[config.mk]
export PLATFORM = sky130hd
export DESIGN_NAME = e203_itcm_sram_ctrl
export DESIGN_NICKNAME = d
export VERILOG_FILES = /design/src/rtl/e203_itcm_sram_ctrl.sv
export SDC_FILE = /design/constraint.sdc
export NUM_CORES = 1
export LEC_CHECK = 0
export ABC_CLOCK_PERIOD_IN_PS = 5900
export BUFFER_PORTS_ARGS = -buffer_cell sky130_fd_sc_hd__buf_2
export CORE_UTILIZATION = 47
export DETAILED_ROUTE_END_ITERATION = 16
export PLACE_DENSITY = 0.84
export SYNTH_ARGS = -nofsm -noshare
export SYNTH_HDL_FRONTEND = slang
export SYNTH_SLANG_ARGS = --single-unit
[constraint.sdc]
create_clock -name clk -period 5.9 [get_ports clk]
set_input_delay 1.18 -clock clk [delete_from_list [all_inputs] [get_ports clk]]
set_output_delay 1.18 -clock clk [all_outputs]
set_load 0.03 [all_outputs]
[src/rtl/e203_itcm_sram_ctrl.sv]
// ITCM SRAM initiator: ICB command to SRAM pins, one-cycle read capture, 2-deep response FIFO.
// Optional light-sleep entry/wake controlled by macro E203_ITCM_CTRL_LS_EN.
module e203_itcm_sram_ctrl #(
  parameter int DP          = 8192,
  parameter int AW          = 13,
  parameter int DW          = 64,
  parameter int MW          = 8,
  parameter int IDLE_LS_CYC = 16
) (
  input  logic          clk,
  input  logic          rst_n,
  input  logic          icb_cmd_valid,
  output logic          icb_cmd_ready,
  input  logic          icb_cmd_read,
  input  logic [AW-1:0] icb_cmd_addr,
  input  logic [DW-1:0] icb_cmd_wdata,
  input  logic [MW-1:0] icb_cmd_wmask,
  output logic          icb_rsp_valid,
  input  logic          icb_rsp_ready,
  output logic [DW-1:0] icb_rsp_rdata,
  output logic          icb_rsp_err,
  output logic          ram_cs,
  output logic          ram_we,
  output logic [AW-1:0] ram_addr,
  output logic [MW-1:0] ram_wem,
  output logic [DW-1:0] ram_din,
  input  logic [DW-1:0] ram_dout,
  output logic          ram_sd,
  output logic          ram_ds,
  output logic          ram_ls
);

  if (DP < 1 || DP > (1 << AW)) begin : g_bad_dp
    $error("DP must lie in 1..2**AW");
  end
  if (MW * 8 != DW) begin : g_bad_mw
    $error("MW must equal DW/8");
  end
  if (IDLE_LS_CYC < 1 || IDLE_LS_CYC > 255) begin : g_bad_idle
    $error("IDLE_LS_CYC must lie in 1..255");
  end

  logic          s1_vld_q, s1_vld_d;
  logic          s1_read_q, s1_read_d;
  logic          s1_err_q, s1_err_d;
  logic [1:0]    fifo_cnt_q, fifo_cnt_d;
  logic          wr_ptr_q, wr_ptr_d;
  logic          rd_ptr_q, rd_ptr_d;
  logic [DW:0]   fifo_mem_q [2];

  logic          accept;
  logic          addr_ok;
  logic          credit_ok;
  logic          ls_block;
  logic          fifo_nonempty;
  logic          push;
  logic          pop;
  logic [DW-1:0] s1_rdata;
  logic [DW:0]   s1_entry;
  logic [DW:0]   head_entry;

  // Zero-extend so DP == 2**AW still compares correctly.
  assign addr_ok   = ({{(32-AW){1'b0}}, icb_cmd_addr} < 32'(DP));
  assign credit_ok = (({1'b0, s1_vld_q} + fifo_cnt_q) < 2'd2);

  assign icb_cmd_ready = credit_ok & ~ls_block;
  assign accept        = icb_cmd_valid & icb_cmd_ready;

  assign ram_cs   = accept & addr_ok;
  assign ram_we   = ~icb_cmd_read;
  assign ram_wem  = icb_cmd_read ? '0 : icb_cmd_wmask;
  assign ram_addr = icb_cmd_addr;
  assign ram_din  = icb_cmd_wdata;
  assign ram_sd   = 1'b0;
  assign ram_ds   = 1'b0;

  assign s1_rdata   = (s1_read_q & ~s1_err_q) ? ram_dout : '0;
  assign s1_entry   = {s1_rdata, s1_err_q};
  assign head_entry = fifo_mem_q[rd_ptr_q];

  assign fifo_nonempty = (fifo_cnt_q != 2'd0);
  assign icb_rsp_valid = fifo_nonempty | s1_vld_q;
  assign icb_rsp_rdata = fifo_nonempty ? head_entry[DW:1] : s1_entry[DW:1];
  assign icb_rsp_err   = fifo_nonempty ? head_entry[0]    : s1_entry[0];

  // S1 bypasses the FIFO only when the FIFO is empty and the consumer takes it now.
  assign push = s1_vld_q & (fifo_nonempty | ~icb_rsp_ready);
  assign pop  = icb_rsp_valid & icb_rsp_ready & fifo_nonempty;

  always_comb begin
    s1_vld_d   = accept;
    s1_read_d  = s1_read_q;
    s1_err_d   = s1_err_q;
    fifo_cnt_d = fifo_cnt_q;
    wr_ptr_d   = wr_ptr_q;
    rd_ptr_d   = rd_ptr_q;
    if (accept) begin
      s1_read_d = icb_cmd_read;
      s1_err_d  = ~addr_ok;
    end
    if (push) wr_ptr_d = ~wr_ptr_q;
    if (pop)  rd_ptr_d = ~rd_ptr_q;
    case ({push, pop})
      2'b10:   fifo_cnt_d = fifo_cnt_q + 2'd1;
      2'b01:   fifo_cnt_d = fifo_cnt_q - 2'd1;
      default: fifo_cnt_d = fifo_cnt_q;
    endcase
  end

  always_ff @(posedge clk or negedge rst_n) begin
    if (!rst_n) begin
      s1_vld_q   <= 1'b0;
      s1_read_q  <= 1'b0;
      s1_err_q   <= 1'b0;
      fifo_cnt_q <= 2'd0;
      wr_ptr_q   <= 1'b0;
      rd_ptr_q   <= 1'b0;
    end else begin
      s1_vld_q   <= s1_vld_d;
      s1_read_q  <= s1_read_d;
      s1_err_q   <= s1_err_d;
      fifo_cnt_q <= fifo_cnt_d;
      wr_ptr_q   <= wr_ptr_d;
      rd_ptr_q   <= rd_ptr_d;
    end
  end

  always_ff @(posedge clk) begin
    if (push) fifo_mem_q[wr_ptr_q] <= s1_entry;
  end

`ifdef E203_ITCM_CTRL_LS_EN
  localparam logic [7:0] IDLE_CYC = 8'(IDLE_LS_CYC);

  logic [7:0] idle_cnt_q, idle_cnt_d;
  logic       ram_ls_q, ram_ls_d;
  logic       rsp_pending;

  assign rsp_pending = s1_vld_q | fifo_nonempty;
  assign ls_block    = ram_ls_q;
  assign ram_ls      = ram_ls_q;

  // While asleep the counter sits saturated; a waking command resets both.
  always_comb begin
    idle_cnt_d = idle_cnt_q;
    ram_ls_d   = ram_ls_q;
    if (ram_ls_q) begin
      if (icb_cmd_valid) begin
        ram_ls_d   = 1'b0;
        idle_cnt_d = 8'd0;
      end
    end else if (ram_cs) begin
      idle_cnt_d = 8'd0;
    end else begin
      if (idle_cnt_q != IDLE_CYC) idle_cnt_d = idle_cnt_q + 8'd1;
      if ((idle_cnt_q == IDLE_CYC) && !rsp_pending) ram_ls_d = 1'b1;
    end
  end

  always_ff @(posedge clk or negedge rst_n) begin
    if (!rst_n) begin
      idle_cnt_q <= 8'd0;
      ram_ls_q   <= 1'b0;
    end else begin
      idle_cnt_q <= idle_cnt_d;
      ram_ls_q   <= ram_ls_d;
    end
  end
`else
  assign ls_block = 1'b0;
  assign ram_ls   = 1'b0;
`endif

endmodule

-- Word-level counts from Yosys, hierarchy flattened
Memories as Yosys holds them, arrays and structs flattened.
Index checks and enable logic that the tools add are counted.
- memories kept: 1
- memory bits (writable): 128
- flip-flop bits (word level): 6
- logic and storage cells: 31
- bits of input ports: 154
- memories (name ; words ; width ; rd ports ; clocked after Yosys merged registers in ; wr ports ; line ; text):
    fifo_mem_q ; 2 ; 64 ; 1 ; 0 ; 1 ; 49 ; logic [DW:0] fifo_mem_q [2];
- reductions and logical operators: 2
- $lt $le $gt $ge: 1
- multiplexer cells: 7
- add/sub/neg operators: 3
- eq/ne operators: 2
- bitwise logic cells: 10
- operators by type and width (operator ; number):
    $mux 64 ; 2
    $mux 8 ; 1
    $and 1x1->1 ; 4
    $not 1->1 ; 4
    $pmux 2 s2 ; 1
    $reduce_bool 2->1 ; 2
    $mux 1 ; 3
    $add 1x2->2 ; 1
    $add 2x1->2 const B ; 1
    $eq 2x1->1 const B ; 1
    $eq 2x2->1 const B ; 1
    $lt 2x2->1 const B ; 1
    $or 1x1->1 ; 2
    $sub 2x1->2 const B ; 1

-- Depth between registers and ports, before layout
- depth in word-level cells: 6
- depth in mapped cells: 7
- depth with buffers taken out: 6

-- Worst setup path before layout
No wires, ideal clock.
- kind: in2reg
- start: input icb_rsp_ready
- end: memory fifo_mem_q[0][0] (netlist name), enable pin
- cell stages on the path: 2
- arrival: 4.088 ns
- data required time: 5.414 ns
- slack: 1.326 ns
- cell sequence: a21bo_2 nor2_1
- longest elaborated chain between the ends: 5
- ends and longest elaborated chain (element ; line ; text):
    start: declaration ; 19 ; input logic icb_rsp_ready,
    $not 1->1 ; 87 ; assign push = s1_vld_q & (fifo_nonempty | ~icb_rsp_ready);
    $or 1x1->1 ; 87 ;
    $and 1x1->1 ; 87 ;
    $mux 1 ; 129 ; if (push) fifo_mem_q[wr_ptr_q] <= s1_entry;
    $mux 1 (not written as such) ; 129 ;
    end: declaration ; 49 ;
No other way between the ends.

-- Final worst setup path
- start: register fifo_cnt_q[0]
- end: output icb_rsp_rdata[21]
- longest elaborated chain between the ends: 2
- ends and longest elaborated chain (element ; line ; text):
    start: declaration ; 46 ; logic [1:0] fifo_cnt_q, fifo_cnt_d;
    start signal: assignment ; 122 ; fifo_cnt_q <= fifo_cnt_d;
    $reduce_bool 2->1 ; 81 ; assign fifo_nonempty = (fifo_cnt_q != 2'd0);
    $mux 64 ; 83 ; assign icb_rsp_rdata = fifo_nonempty ? head_entry[DW:1] : s1_entry[DW:1];
    end: declaration ; 20 ; output logic [DW-1:0] icb_rsp_rdata,
No other way between the ends.

==> impl_metrics.json <==
{
  "status": "completed",
  "reg2reg_depth": 5,
  "area.sequential_um2": 3999,
  "hold_viol_final": 0,
  "instances_no_fill": 786,
  "grt_max_degree": 77,
  "cts.clk_slew.worst_paths_ps": 50,
  "yosysTopAreaCell": "edfxtp_1",
  "crit_chain": "nor2_4 > buf_4 > o21ai_0 > buf_2",
  "post-place-ws_ps": 2127,
  "synth.area.mux_share_pct": 10.06,
  "worstMarginPinSlew_ps": 1141,
  "slew_violations": 0,
  "synth-compound-area-share_pct": 5.022,
  "yosysMostFrequentCell": "edfxtp_1",
  "clk_latency_ps": 400,
  "multi_input_area_um2": 1839,
  "dr.pass1.iters": 5,
  "drt_first_iter_violations": 230,
  "grt_pass1_wl_um": 19810,
  "wl_per_cell_um": 16.34,
  "synth-edff-count": 128,
  "crit_fanout": 76,
  "synth_warnings": 0,
  "cts_buffers": 17,
  "irDropWorstVdd_mv": 0.3800,
  "synth_ff_type": "edfxtp_1",
  "slowest_stage": "nor2_4",
  "num_rows": 42,
  "grt_usage_pct": 18.02,
  "yosys.area_share.simple_pct": 11.24,
  "synthTopCellsByArea": "edfxtp_1 58%, mux2i_1 9.9%, buf_4 9.8%",
  "fmax_ghz": 0.2426,
  "required_ps": 4720,
  "setup_viol": 0,
  "h-tree-depth": 4,
  "cts_sinks": 134,
  "nFillCells": 1120,
  "netlist.area_leader.share_pct": 58.44,
  "rr_endpoint": "fifo_mem_q[0][30]",
  "dpl.hpwl_um": 8246,
  "hold_class": "input port to async pin",
  "endpoint_kind": "output port",
  "ys_seq_area_share_pct": 60.72,
  "placed_cells": 754,
  "drcViolationCount": 0,
  "cts_resized": 0,
  "rsz0062_at_grt": "false",
  "area_growth_pct": 14.19,
  "grt_pass1_vias": 4037,
  "antenna_found_initial": 0,
  "gp_congestion": 0.7736,
  "finalClockSkew_ps": 4.353,
  "vias": 3961,
  "setup_slack_ps": 1778,
  "worstSetupStartpointType": "flop",
  "r2r-start": "fifo_cnt_q[0]",
  "syn_area_um2": 6578,
  "power_density_nw_per_um2": 625.1,
  "r2r_setup_slack_ps": 2600,
  "grt.overflow.total": 0,
  "crit_buf_inv": 2,
  "fin_setup_tns_ps": 0,
  "drtAntennaViolNets": 0,
  "timing.final.crit_share_pct": 69.86,
  "die_h_um": 120.3,
  "min_period_ps": 4122,
  "worst-setup-path-type": "flop to output port",
  "fin_nets": 752,
  "coreArea_um2": 13450,
  "io_buffers": 152,
  "synth_top_family_by_area": "buffers and inverters",
  "initial_utilization_pct": 48.89,
  "ys_top_cells_by_count": "128 x edfxtp_1, 86 x buf_4, 65 x mux2i_1, 65 x nand2_1, 64 x and2_1",
  "cp_top_family": "buffers and inverters",
  "ys_ff_latch": 134,
  "synth-xor-area-share_pct": 0.9131,
  "antennaDiodeCount": 0,
  "wl_um": 12840,
  "maxSlewHeadroom_pct": 23.94,
  "cts_tree": "done",
  "arrival_ps": 2940,
  "die_w_um": 120.3,
  "synth_cells": 529,
  "yosys.area_share.adder_pct": 0.1902,
  "p_leak_nw": 3.022,
  "clockRootBuffer": "clkbuf_16",
  "drive_above_1_share_pct": 31.48,
  "post_cts_buffers": 0,
  "maxCapViolations": 0,
  "clockBufferDepth": 2,
  "cpPeakStageDelay_ps": 860,
  "pin_count": 311,
  "synth_cell_type_count": 27,
  "die-area_um2": 14470,
  "hold_buffers": 0,
  "avgSynthCellArea_um2": 12.43,
  "synthArstFlopShare_pct": 4.478,
  "via_per_inst": 5.039
}
## area by class of cell
class | instances | area share (%)
clock buffers | 19 | 5.764
clock inverters | 13 | 3.048
inverters | 2 | 0.09995
multi-input cells | 287 | 24.49
flip-flops and latches | 134 | 53.24
well taps | 176 | 2.932
repair buffers | 155 | 10.43
## sequential cells by signal, summed over array words and instances, names as in the netlist
name,count
fifo_cnt_q,2
s1_read_q,1
wr_ptr_q,1
fifo_mem_q,128
s1_vld_q,1
rd_ptr_q,1
## placed cells by master, fill, tap and decap left out, drive strengths merged, types with 2 or more instances in the layout
cell type    n
buf        155
edfxtp     128
nand2       66
mux2i       65
and2        64
o21ai       64
clkbuf      19
nor2b        9
bufinv       6
dfrtp        6
clkinv       5
conb         4
nor2         4
xor2         3
xnor2        3
inv          2
clkinvlp     2
## cells by family (layout without fill, tap and decap cells)
logic type | count (synthesis) | after routing
DFF | 134 | 134
adders and majority gates | 1 | 1
muxes | 66 | 66
xor gates and xnor gates | 6 | 6
buffers and inverters | 111 | 189
other | 1 | 4
AOI/OAI and AO/OA | 65 | 65
and+or+nand+nor | 145 | 145
## worst reg2reg max path, cell delays in order (launching register included)
cell,delay [ps]
dfrtp_1,460
nor2_4,860
buf_4,690
a21bo_2,410
nor2_4,200
buf_4,370
## report_power, final
| group | internal (mW) | total, mW | leakage, nW | switching [mW] |
|---|---|---|---|---|
| Sequential | 1.39 | 1.63 | 1.27 | 0.240 |
| Combinational | 0.595 | 1.89 | 1.44 | 1.30 |
| Clock | 0.792 | 1.17 | 0.312 | 0.382 |
| Total | 2.78 | 4.69 | 3.02 | 1.92 |
## worst max-delay path by stage
stage / cells after the start / slack (ps) / start / endpoint
final: 4 / 1780 / fifo_cnt_q[0] / icb_rsp_rdata[21]
after CTS: 4 / 1700 / fifo_cnt_q[0] / icb_rsp_rdata[21]
after global routing: 5 / 1510 / fifo_cnt_q[0] / icb_rsp_rdata[21]
after floorplan: 2 / 1330 / icb_rsp_ready / fifo_mem_q[0][0]
after detailed placement: 4 / 2130 / fifo_cnt_q[0] / icb_rsp_rdata[21]
after global placement: 5 / 2220 / fifo_cnt_q[0] / icb_rsp_rdata[21]
## through the flow
stage               power (mW)  util [%]  area (um^2)  hold slack, ps
floorplan                3.150         -         6589           495.3
global placement         3.511     50.91         6849           556.9
detailed placement       3.563     50.91         6849           573.6
CTS                      4.746     55.83         7511           578.2
global route             4.937     55.83         7511           588.5
finish                   4.695     55.83         7511           598.0
## layer usage
metal	track usage (%)	part of all wire (%)	vias up
li1	-	-	1903
met1	21.66	41	1857
met2	30.21	50	141
met3	4.906	6.3	60
met4	8.179	3.0	0
met5	0	0	-
Note: power is estimated with default switching activity, not from simulation.
